<file path="src/rtl/sram_controller.sv">
// sram_controller: bridges 32-bit MEM-stage word accesses onto a 16-bit
// asynchronous SRAM as two half-word accesses, high half first.
module sram_controller #(
   parameter int ADDR_BASE   = 1024,
   parameter int SRAM_ADDR_W = 18,
   parameter int WAIT_CYCLES = 2
) (
   input  logic                   clk,
   input  logic                   rst,
   input  logic                   mem_r_en,
   input  logic                   mem_w_en,
   input  logic [31:0]            address,
   input  logic [31:0]            data,
   output logic [31:0]            data_memory_out,
   output logic                   ready,
   output logic [SRAM_ADDR_W-1:0] sram_addr,
   output logic                   sram_we_n,
   output logic [15:0]            sram_dq_out,
   output logic                   sram_dq_oe,
   input  logic [15:0]            sram_dq_in
);

   localparam int IW = SRAM_ADDR_W - 1;

   typedef enum logic [1:0] {IDLE, HI, LO, DONE} state_t;

   state_t        state, state_nx;
   logic [3:0]    wait_cnt, wait_nx;
   logic          op_w;
   logic [31:0]   addr_q;
   logic [31:0]   data_q;
   logic          req;
   logic          last;
   logic [IW-1:0] idx_in;
   logic [IW-1:0] idx_q;

   assign req    = mem_r_en | mem_w_en;
   assign last   = (wait_cnt == 4'(WAIT_CYCLES - 1));
   assign idx_in = IW'((address - 32'(ADDR_BASE)) >> 2);
   assign idx_q  = IW'((addr_q - 32'(ADDR_BASE)) >> 2);

   // State, counter, request latch, SRAM address and read-capture registers
   always_ff @(posedge clk) begin
      if (rst) begin
         state           <= IDLE;
         wait_cnt        <= '0;
         op_w            <= 1'b0;
         addr_q          <= '0;
         data_q          <= '0;
         sram_addr       <= '0;
         data_memory_out <= '0;
      end else begin
         state    <= state_nx;
         wait_cnt <= wait_nx;
         if (state == IDLE && req) begin
            op_w      <= mem_w_en;
            addr_q    <= address;
            data_q    <= data;
            sram_addr <= {idx_in, 1'b0};
         end
         if (state == HI && last)
            sram_addr <= {idx_q, 1'b1};
         if (state == HI && last && !op_w)
            data_memory_out[31:16] <= sram_dq_in;
         if (state == LO && last && !op_w)
            data_memory_out[15:0] <= sram_dq_in;
      end
   end

   // Next-state, wait counter, handshake and SRAM strobe decode
   always_comb begin
      state_nx    = state;
      wait_nx     = wait_cnt;
      ready       = 1'b0;
      sram_we_n   = 1'b1;
      sram_dq_oe  = 1'b0;
      sram_dq_out = '0;
      unique case (state)
         IDLE: begin
            ready = !req;
            if (req) begin
               state_nx = HI;
               wait_nx  = '0;
            end
         end
         HI: begin
            sram_we_n  = !op_w;
            sram_dq_oe = op_w;
            if (op_w) sram_dq_out = data_q[31:16];
            if (last) begin
               state_nx = LO;
               wait_nx  = '0;
            end else begin
               wait_nx = wait_cnt + 4'd1;
            end
         end
         LO: begin
            sram_we_n  = !op_w;
            sram_dq_oe = op_w;
            if (op_w) sram_dq_out = data_q[15:0];
            if (last) begin
               state_nx = DONE;
               wait_nx  = '0;
            end else begin
               wait_nx = wait_cnt + 4'd1;
            end
         end
         DONE: begin
            ready    = 1'b1;
            state_nx = IDLE;
         end
         default: state_nx = IDLE;
      endcase
   end

endmodule

</file>
<file path="config.mk">
export PLATFORM = sky130hd
export DESIGN_NAME = sram_controller
export DESIGN_NICKNAME = d
export VERILOG_FILES = /design/src/rtl/sram_controller.sv
export SDC_FILE = /design/constraint.sdc
export NUM_CORES = 1
export LEC_CHECK = 0
export BUFFER_PORTS_ARGS = -buffer_cell sky130_fd_sc_hd__buf_2
export CORE_MARGIN = 2
export CORE_UTILIZATION = 32
export CTS_CLUSTER_DIAMETER = 120
export DETAILED_ROUTE_END_ITERATION = 16
export GPL_TIMING_DRIVEN = 0
export HOLD_SLACK_MARGIN = 0.12
export PLACE_DENSITY = 0.55
export SETUP_SLACK_MARGIN = 0.1
export SYNTH_ARGS = -nofsm -noshare
export SYNTH_HDL_FRONTEND = slang
export SYNTH_SLANG_ARGS = --single-unit
</file>
<file path="constraint.sdc">
create_clock -name clk -period 3.43 [get_ports clk]
set_input_delay 0.1715 -clock clk [delete_from_list [all_inputs] [get_ports clk]]
set_output_delay 0.1715 -clock clk [all_outputs]
set_load 0.02 [all_outputs]
</file>
### Yosys cells after proc, flatten, opt, wreduce, memory -nomap -nowiden

Index checks and enable logic that the tools add are counted.

| operators by class | value |
|---|---|
| mux-type cells | 15 |
| bitwise gates (word level) | 1 |
| reduce and logical (&&, ||, !) cells | 13 |
| equality and inequality tests | 7 |
| add/subtract/negate cells | 3 |

Operators with widths:

| kind | number |
|---|---|
| subtractor 19 x 11 -> 19 bit (second input constant) | 2 |
| two-way mux 18 bit | 2 |
| two-way mux 16 bit | 2 |
| case mux 16 bit (2 select lines) | 1 |
| two-way mux 4 bit | 2 |
| case mux 2 bit (4 select lines) | 1 |
| case mux 4 bit (2 select lines) | 1 |
| two-way mux 2 bit | 3 |
| != test 2 bit (second input constant) | 3 |
| logical AND 1 bit | 5 |
| adder 4 x 1 -> 4 bit (second input constant) | 1 |
| equality test 2 bit (second input constant) | 2 |
| equality test 4 x 1 -> 1 bit (second input constant) | 1 |
| nonzero test 2 bit | 2 |
| AND reduction 3 bit | 1 |
| equality test 2 x 1 -> 1 bit (second input constant) | 1 |
| logical NOT 1 bit | 2 |
| logical NOT 2 bit | 1 |
| two-way mux 1 bit | 2 |
| case mux 1 bit (2 select lines) | 1 |
| AND reduction 2 bit | 1 |
| OR reduction 2 bit | 1 |
| bitwise OR 1 bit | 1 |

| word-level totals | value |
|---|---|
| register bits after elaboration | 108 |

### Longest topological paths before layout

Gate-level depths: netlist (run 1).

| depth | value |
|---|---|
| depth in word-level cells | 4 |
| depth in mapped cells | 11 |
| gate-level depth less buffers | 9 |

### Worst setup path before layout (run 1)

OpenSTA, ideal clock, no wires.

| timing | value |
|---|---|
| kind | reg-to-reg |
| start | reg state[1] |
| end | reg sram_addr[17] |
| path buffers | 2 |
| data arrival time | 2.483 ns |
| stages on the path, launching flop included | 12 |
| setup slack | 0.867 ns |
| required time | 3.351 ns |
| cell sequence | dfxtp_1 inv_1 ha_1 nand4bb_1 clkbuf_1 clkbuf_1 mux2i_1 ha_1 nand2b_1 or4_4 xor2_1 a211oi_2 |

| between the ends | value |
|---|---|
| longest elaborated chain between the ends | 3 |
| elaborated cells on any way between the ends | 6 |
| classes of those cells | eq/ne: 1; mux: 1; reduce/logical: 4 |

Ends and longest elaborated chain:

| item | line | text |
|---|---|---|
| start, declared | 27 | `state_t state, state_nx;` |
| start signal, assigned | 53 | `state <= state_nx;` |
| equality test 2 x 1 -> 1 bit / logical NOT 2 bit (equally long branches) | 61, 55 |  |
| logical AND 1 bit, on equally long branches | 61, 55 |  |
| two-way mux 18 bit / nonzero test 2 bit (equally long branches) | -- |  |
| end signal, assigned | 59 | `sram_addr <= {idx_in, 1'b0};` |
| end signal, assigned | 62 | `sram_addr <= {idx_q, 1'b1};` |
| end, declared | 16 | `output logic [SRAM_ADDR_W-1:0] sram_addr,` |

Parallel ways exist; a longest one is shown, timed or not.
A chain may end at the register's enable or synchronous reset.

### Worst setup path after layout (run 1)

Same ends and word-level chain as after synthesis.

==> reports/summary.txt, run 1 <==
status: complete, no violations
Pwr per Cell Area: 713 nW/um^2
most frequent cell after synthesis: nand2_1
initial antenna violation count: 0
Antenna Violating Nets Remaining: 0
Die X: 121 um
post-synthesis sequential area ratio: 48.2%
ys flop type: dfxtp_1
Reg clk slew, reported paths: 0.07 ns
fin. max-slew vios: 0
largest cells by area after synthesis: dfxtp_1 48%, nand2_1 16%, a21oi_1 9.8%
area delta synth->final: 42.3%
post-synthesis instance area: 4400 um^2
hold slack: 0.132 ns
CP required: 3.71 ns
critical path class: flop to flop
post-cts resize count: 0
average size of a mapped cell: 7.79 um^2
hold path cells: 3
drt drc: 0
Gate Count Post-Synth: 565
row cnt: 42
total iterations of the first detailed-routing run: 5
Post-synth EDFFs: 0
slowest CP cell: clkbuf_1
Core Util, Final: 46.9%
worst relative slew slack: 47.0%
worst path arrival time: 3.37 ns
placed instance area: 5300 um^2
Final TNS setup: 0 ns
grt met3 use: 3.24%
IO Pins: 153
max capacitance violation total: 0
layout cell share with drive strength beyond 1: 21.0%
vias in the first global route: 4663
Yosys cell types: 40
Worst setup EP type: flop
worst-path cell chain: inv_1 -> ha_1 -> nand4bb_1 -> clkbuf_1 -> clkbuf_1 -> mux2i_1 -> ha_1 -> nand2b_1 -> or4_4 -> xor2_1 -> a211oi_2
gp weighted congestion: 0.868
CTS tree: built
crit start category: flop
drt via density: 4.91
Tcrit/Tclk final: 90.2%
final wirelength: 14200 um
Post-synth top cells: 183 x nand2_1, 106 x dfxtp_1, 86 x a21oi_1
r2r worst-path depth: 11
core area: 13300 um^2
met1 GRT Util: 23.9%
Die ar.: 14700 um^2
Power, Total: 4.46 mW
total CTS buffers: 9
LEAKAGE: 2.64 nW
Longest Clk Path Bufs: 2
Root Driver: clkbuf_16
Slew @ Worst Pin: 0.789 ns
Max Freq: 0.323 GHz
via count: 4688
slowest stage delay, CP: 0.49 ns
post-route setup slack: 0.337 ns
final setup fails: 0
crit path time final: 3.09 ns
syn nets: 657
hold crit path type: input pin to flop
busiest grt layer: met2
global-route wire length before repair: 22600 um
dpl cells: 877
asr flop ratio synth: 0%
CP max FO: 10
Die Y: 121 um
routed len/inst: 14.9 um
final cell count without fillers: 954
clk_skew: 0.00940 ns
# diodes: 0
post-place setup slack: 0.409 ns
top-area cell type share of the netlist area: 48.2%
global-route usage over all layers: 19.7%
largest net degree at the start of global routing: 18
PortBufs: 136
RSZ-0062 raised after global routing: no
M2 GR Usage: 34.4%
Finished Cell Area: 6260 um^2
Max VDD drop: 0.302 mV
CTS H-tree depth: 3
initial DRC count: 268
clock net sink count: 106
initial core utilization: 33.0%
Skew-Pair Late Insertion Delay: 0.36 ns
Yosys top cell by area: dfxtp_1
grt ovf: 0
Synthesis Warnings: 0
NumNets Final: 866
Final Hold Vio Count: 0
Yosys reg bits: 106
hpwl dp: 9810 um
logic make-up after synthesis:
kind of cell / after synthesis / synth area share [%]
muxes: 5 / 1.14
adders and majority gates: 8 / 2.28
buffers and inverters: 46 / 4.04
DFF: 106 / 48.2
AOI/OAI and AO/OA: 131 / 17.9
xor gates and xnor gates: 8 / 1.59
and+or+nand+nor: 261 / 24.8
sequential cells by signal, indices dropped and copies added, names as in the netlist:
register	count
addr_q	17
data_memory_out	32
data_q	32
op_w	1
sram_addr	18
state	2
wait_cnt	4
path summary, 6_finish.rpt:
check | from | to | slack (ns)
min | address[17] | addr_q[17] | 0.13
max | state[1] | sram_addr[17] | 0.34
max reg2reg | state[1] | sram_addr[17] | 0.34
min reg2reg | data_memory_out[10] | data_memory_out[10] | 0.45
critical path: cells and delay by family, from the launching register on:
family                     cells  cell delay [ns]
muxes                          1             0.27
AOI/OAI and AO/OA              1             0.20
and+or+nand+nor                3             0.67
adders and majority gates      2             0.48
xor gates and xnor gates       1             0.16
DFF                            1             0.39
buffers and inverters          3             0.85
repair_timing:
| item | CTS | global route |
|---|---|---|
| endpoints found under the hold margin | 85 | 0 |
| buffers inserted | 0 | 0 |
| hold buffers | 62 | 0 |
where the power goes:
group | internal [mW] | switching (mW)
combinational | 0.569 | 1.07
sequential | 1.48 | 0.152
clock | 0.714 | 0.480
total | 2.77 | 1.70
routing by layer:
layer | wire, um | part of all wire [%]
met1 | 6100 | 43
met2 | 7110 | 50
met3 | 780 | 5.5
met4 | 253 | 1.8
met5 | 0 | 0
cell usage in the layout (no fill, tap or decap), types with 4 or more instances in the layout:
master	instances
o32ai_1	4
nor3_1	6
o21ai_0	4
xnor2_1	4
a21oi_1	86
dlygate4sd3_1	62
xor2_1	4
clkbuf_16	9
inv_1	7
buf_1	4
nand2_1	183
nand3_1	7
nor2_1	42
clkbuf_1	31
mux2i_1	5
ha_1	8
dfxtp_1	106
a311oi_1	8
buf_2	140
a22oi_1	16
layout make-up:
cell class	count	area, um^2
Inverter	7	26.3
Sequential cell	106	2120
Clock inverter	6	113
Buffer	39	151
Timing Repair Buffer	198	1300
Fill cell	1325	7090
Clock buffer	9	225
Tap cell	176	220
Multi-Input combinational cell	413	2100
Note: power is estimated with default switching activity, not from simulation.
==> inputs of run 2 (changes only) <==
- RECOVER_POWER: unset -> 100
==> run 2 against run 1 <==
  * Clock skew fell by 0.00070 ns
  * Cell area fell by 1.7%
  * Fmax rose by 0.18%
  * Largest cell class unchanged
  * Global-route usage did not move
  * Non-clock buffer count did not move
  * Critical path type unchanged
  * Sequential share of layout area rose by 0.59 points
  * Clock-buffer cell count did not move
  * Routed wire length rose by 0.23%
  * Die area did not move
  * Core utilization fell by 0.81 points
  * Power fell by 0.83%
==> reports/summary.txt, run 2 (synthesis results as in run 1) <==
worst path arrival time: 3.37 ns (about the same)
crit start category: flop (unchanged)
commonest non-fill, non-tap cells in the layout: 183 x nand2_1, 106 x dfxtp_1, 104 x clkbuf_1 (was 183 x nand2_1, 140 x buf_2, 106 x dfxtp_1)
# diodes: 0 (unchanged)
Root Driver: clkbuf_16 (unchanged)
Die ar.: 14700 um^2 (unchanged)
Skew-Pair Late Insertion Delay: 0.36 ns (about the same)
area delta synth->final: 39.8% (was 42.3%)
global-route wire length before repair: 22600 um (unchanged)
CTS tree: built (unchanged)
Max VDD drop: 0.305 mV (was 0.302 mV)
final setup fails: 0 (unchanged)
post-route setup slack: 0.343 ns (was 0.337 ns)
Slew @ Worst Pin: 1.25 ns (was 0.789 ns)
dpl cells: 877 (unchanged)
hpwl dp: 9810 um (unchanged)
Antenna Violating Nets Remaining: 0 (unchanged)
slowest stage delay, CP: 0.48 ns (was 0.49 ns)
gp weighted congestion: 0.868 (unchanged)
worst relative slew slack: 15.5% (was 47.0%)
post-place setup slack: 0.409 ns (unchanged)
via count: 4695 (was 4688)
total CTS buffers: 9 (unchanged)
Worst setup EP type: flop (unchanged)
initial core utilization: 33.0% (unchanged)
PortBufs: 136 (unchanged)
NumNets Final: 866 (unchanged)
Core Util, Final: 46.1% (was 46.9%)
Tcrit/Tclk final: 90.0% (was 90.2%)
Reg clk slew, reported paths: 0.07 ns (about the same)
biggest regs: data_memory_out: 32 flops, data_q: 32 flops, sram_addr: 18 flops (unchanged)
clk_skew: 0.00870 ns (was 0.00940 ns)
drt drc: 0 (unchanged)
hold crit path type: input pin to flop (unchanged)
row cnt: 42 (unchanged)
post-cts resize count: 0 (unchanged)
final cell count without fillers: 954 (unchanged)
grt ovf: 0 (unchanged)
critical path class: flop to flop (unchanged)
max capacitance violation total: 0 (unchanged)
CP required: 3.71 ns (about the same)
status: complete, no violations (unchanged)
CP max FO: 10 (unchanged)
Die Y: 121 um (unchanged)
Longest Clk Path Bufs: 2 (unchanged)
Power, Total: 4.43 mW (was 4.46 mW)
final wirelength: 14300 um (was 14200 um)
vias in the first global route: 4663 (unchanged)
fill cell count: 1375 (was 1325)
LEAKAGE: 2.33 nW (was 2.64 nW)
Max Freq: 0.324 GHz (was 0.323 GHz)
Final TNS setup: 0 ns (unchanged)
slowest CP cell: clkbuf_1 (unchanged)
drt via density: 4.92 (was 4.91)
initial antenna violation count: 0 (unchanged)
clock net sink count: 106 (unchanged)
Final Hold Vio Count: 0 (unchanged)
CTS H-tree depth: 3 (unchanged)
commonest non-fill, non-tap cell in the layout: nand2_1 (unchanged)
crit path time final: 3.09 ns (about the same)
Pwr per Cell Area: 719 nW/um^2 (was 713 nW/um^2)
Die X: 121 um (unchanged)
IO Pins: 153 (unchanged)
RSZ-0062 raised after global routing: no (unchanged)
Post-CTS Setup Inserts: 0 (unchanged)
worst-path cell chain: inv_1 -> ha_1 -> nand4bb_1 -> clkbuf_1 -> clkbuf_1 -> mux2i_1 -> ha_1 -> nand2b_1 -> or4_1 -> xor2_1 -> a211oi_2 (was inv_1 -> ha_1 -> nand4bb_1 -> clkbuf_1 -> clkbuf_1 -> mux2i_1 -> ha_1 -> nand2b_1 -> or4_4 -> xor2_1 -> a211oi_2)
largest net degree at the start of global routing: 18 (unchanged)
layout cell share with drive strength beyond 1: 11.2% (was 21.0%)
fin. max-slew vios: 0 (unchanged)
hold buffers post-CTS: 62 (unchanged)
total iterations of the first detailed-routing run: 5 (unchanged)
routed len/inst: 15.0 um (was 14.9 um)
core area: 13300 um^2 (unchanged)
initial DRC count: 219 (was 268)
global-route usage over all layers: 19.7% (unchanged)
## run 2: cell types whose count changed in the layout (fill, tap and decap cells not counted), moves of 2 or more
cell / delta
buf_2: -73
and2_0: +2
and2_1: -2
clkbuf_1: +73
## run 2: metrics by stage
step,hold WS (ns),area (um^2)
detailed placement,0.416,5300
global route,0.140,6150
floorplan,0.307,4400
finish,0.128,6150
CTS,0.123,6260
global placement,0.414,5300
## run 2: path summary, 6_finish.rpt
| path | from | endpoint | slack [ns] | cells past startpoint |
|---|---|---|---|---|
| max | state[1] | sram_addr[17] | 0.34 | 11 |
| min | address[17] | addr_q[17] | 0.13 | 3 |
| max reg2reg | state[1] | sram_addr[17] | 0.34 | 11 |
| min reg2reg | data_memory_out[10] | data_memory_out[10] | 0.45 | 2 |
## run 2: critical path: cells and delay by family (launching register included)
family / cells / cell delay, ns
and+or+nand+nor: 3 / 0.67
DFF: 1 / 0.38
muxes: 1 / 0.27
xor gates and xnor gates: 1 / 0.17
buffers and inverters: 3 / 0.84
adders and majority gates: 2 / 0.48
AOI/OAI and AO/OA: 1 / 0.20
## run 2: report_power, final
group          total [mW]  switching [mW]  internal [mW]
Clock                1.20           0.483          0.714
Sequential           1.64           0.153           1.48
Combinational        1.59            1.06          0.532
## run 2: per-layer routing
layer | wire length (um) | vias to the layer above | share of wire [%] | global-route usage [%]
met1 | 6120 | 2183 | 43 | 23.9
met4 | 313 | 0 | 2.2 | 8.33
met3 | 791 | 25 | 5.5 | 3.24
li1 | - | 2317 | - | -
met5 | 0 | - | 0 | 0
met2 | 7050 | 170 | 49 | 34.4
## run 2: cell type report
| type | instances | area [um^2] | share of cell area [%] |
|---|---|---|---|
| Clock buffer | 9 | 225 | 3.66 |
| Clock inverter | 6 | 113 | 1.83 |
| Multi-Input combinational cell | 413 | 2080 | 33.9 |
| Timing Repair Buffer | 198 | 1210 | 19.7 |
| Buffer | 39 | 148 | 2.40 |
| Sequential cell | 106 | 2120 | 34.5 |
| Tap cell | 176 | 220 | 3.58 |
| Inverter | 7 | 26.3 | 0.427 |
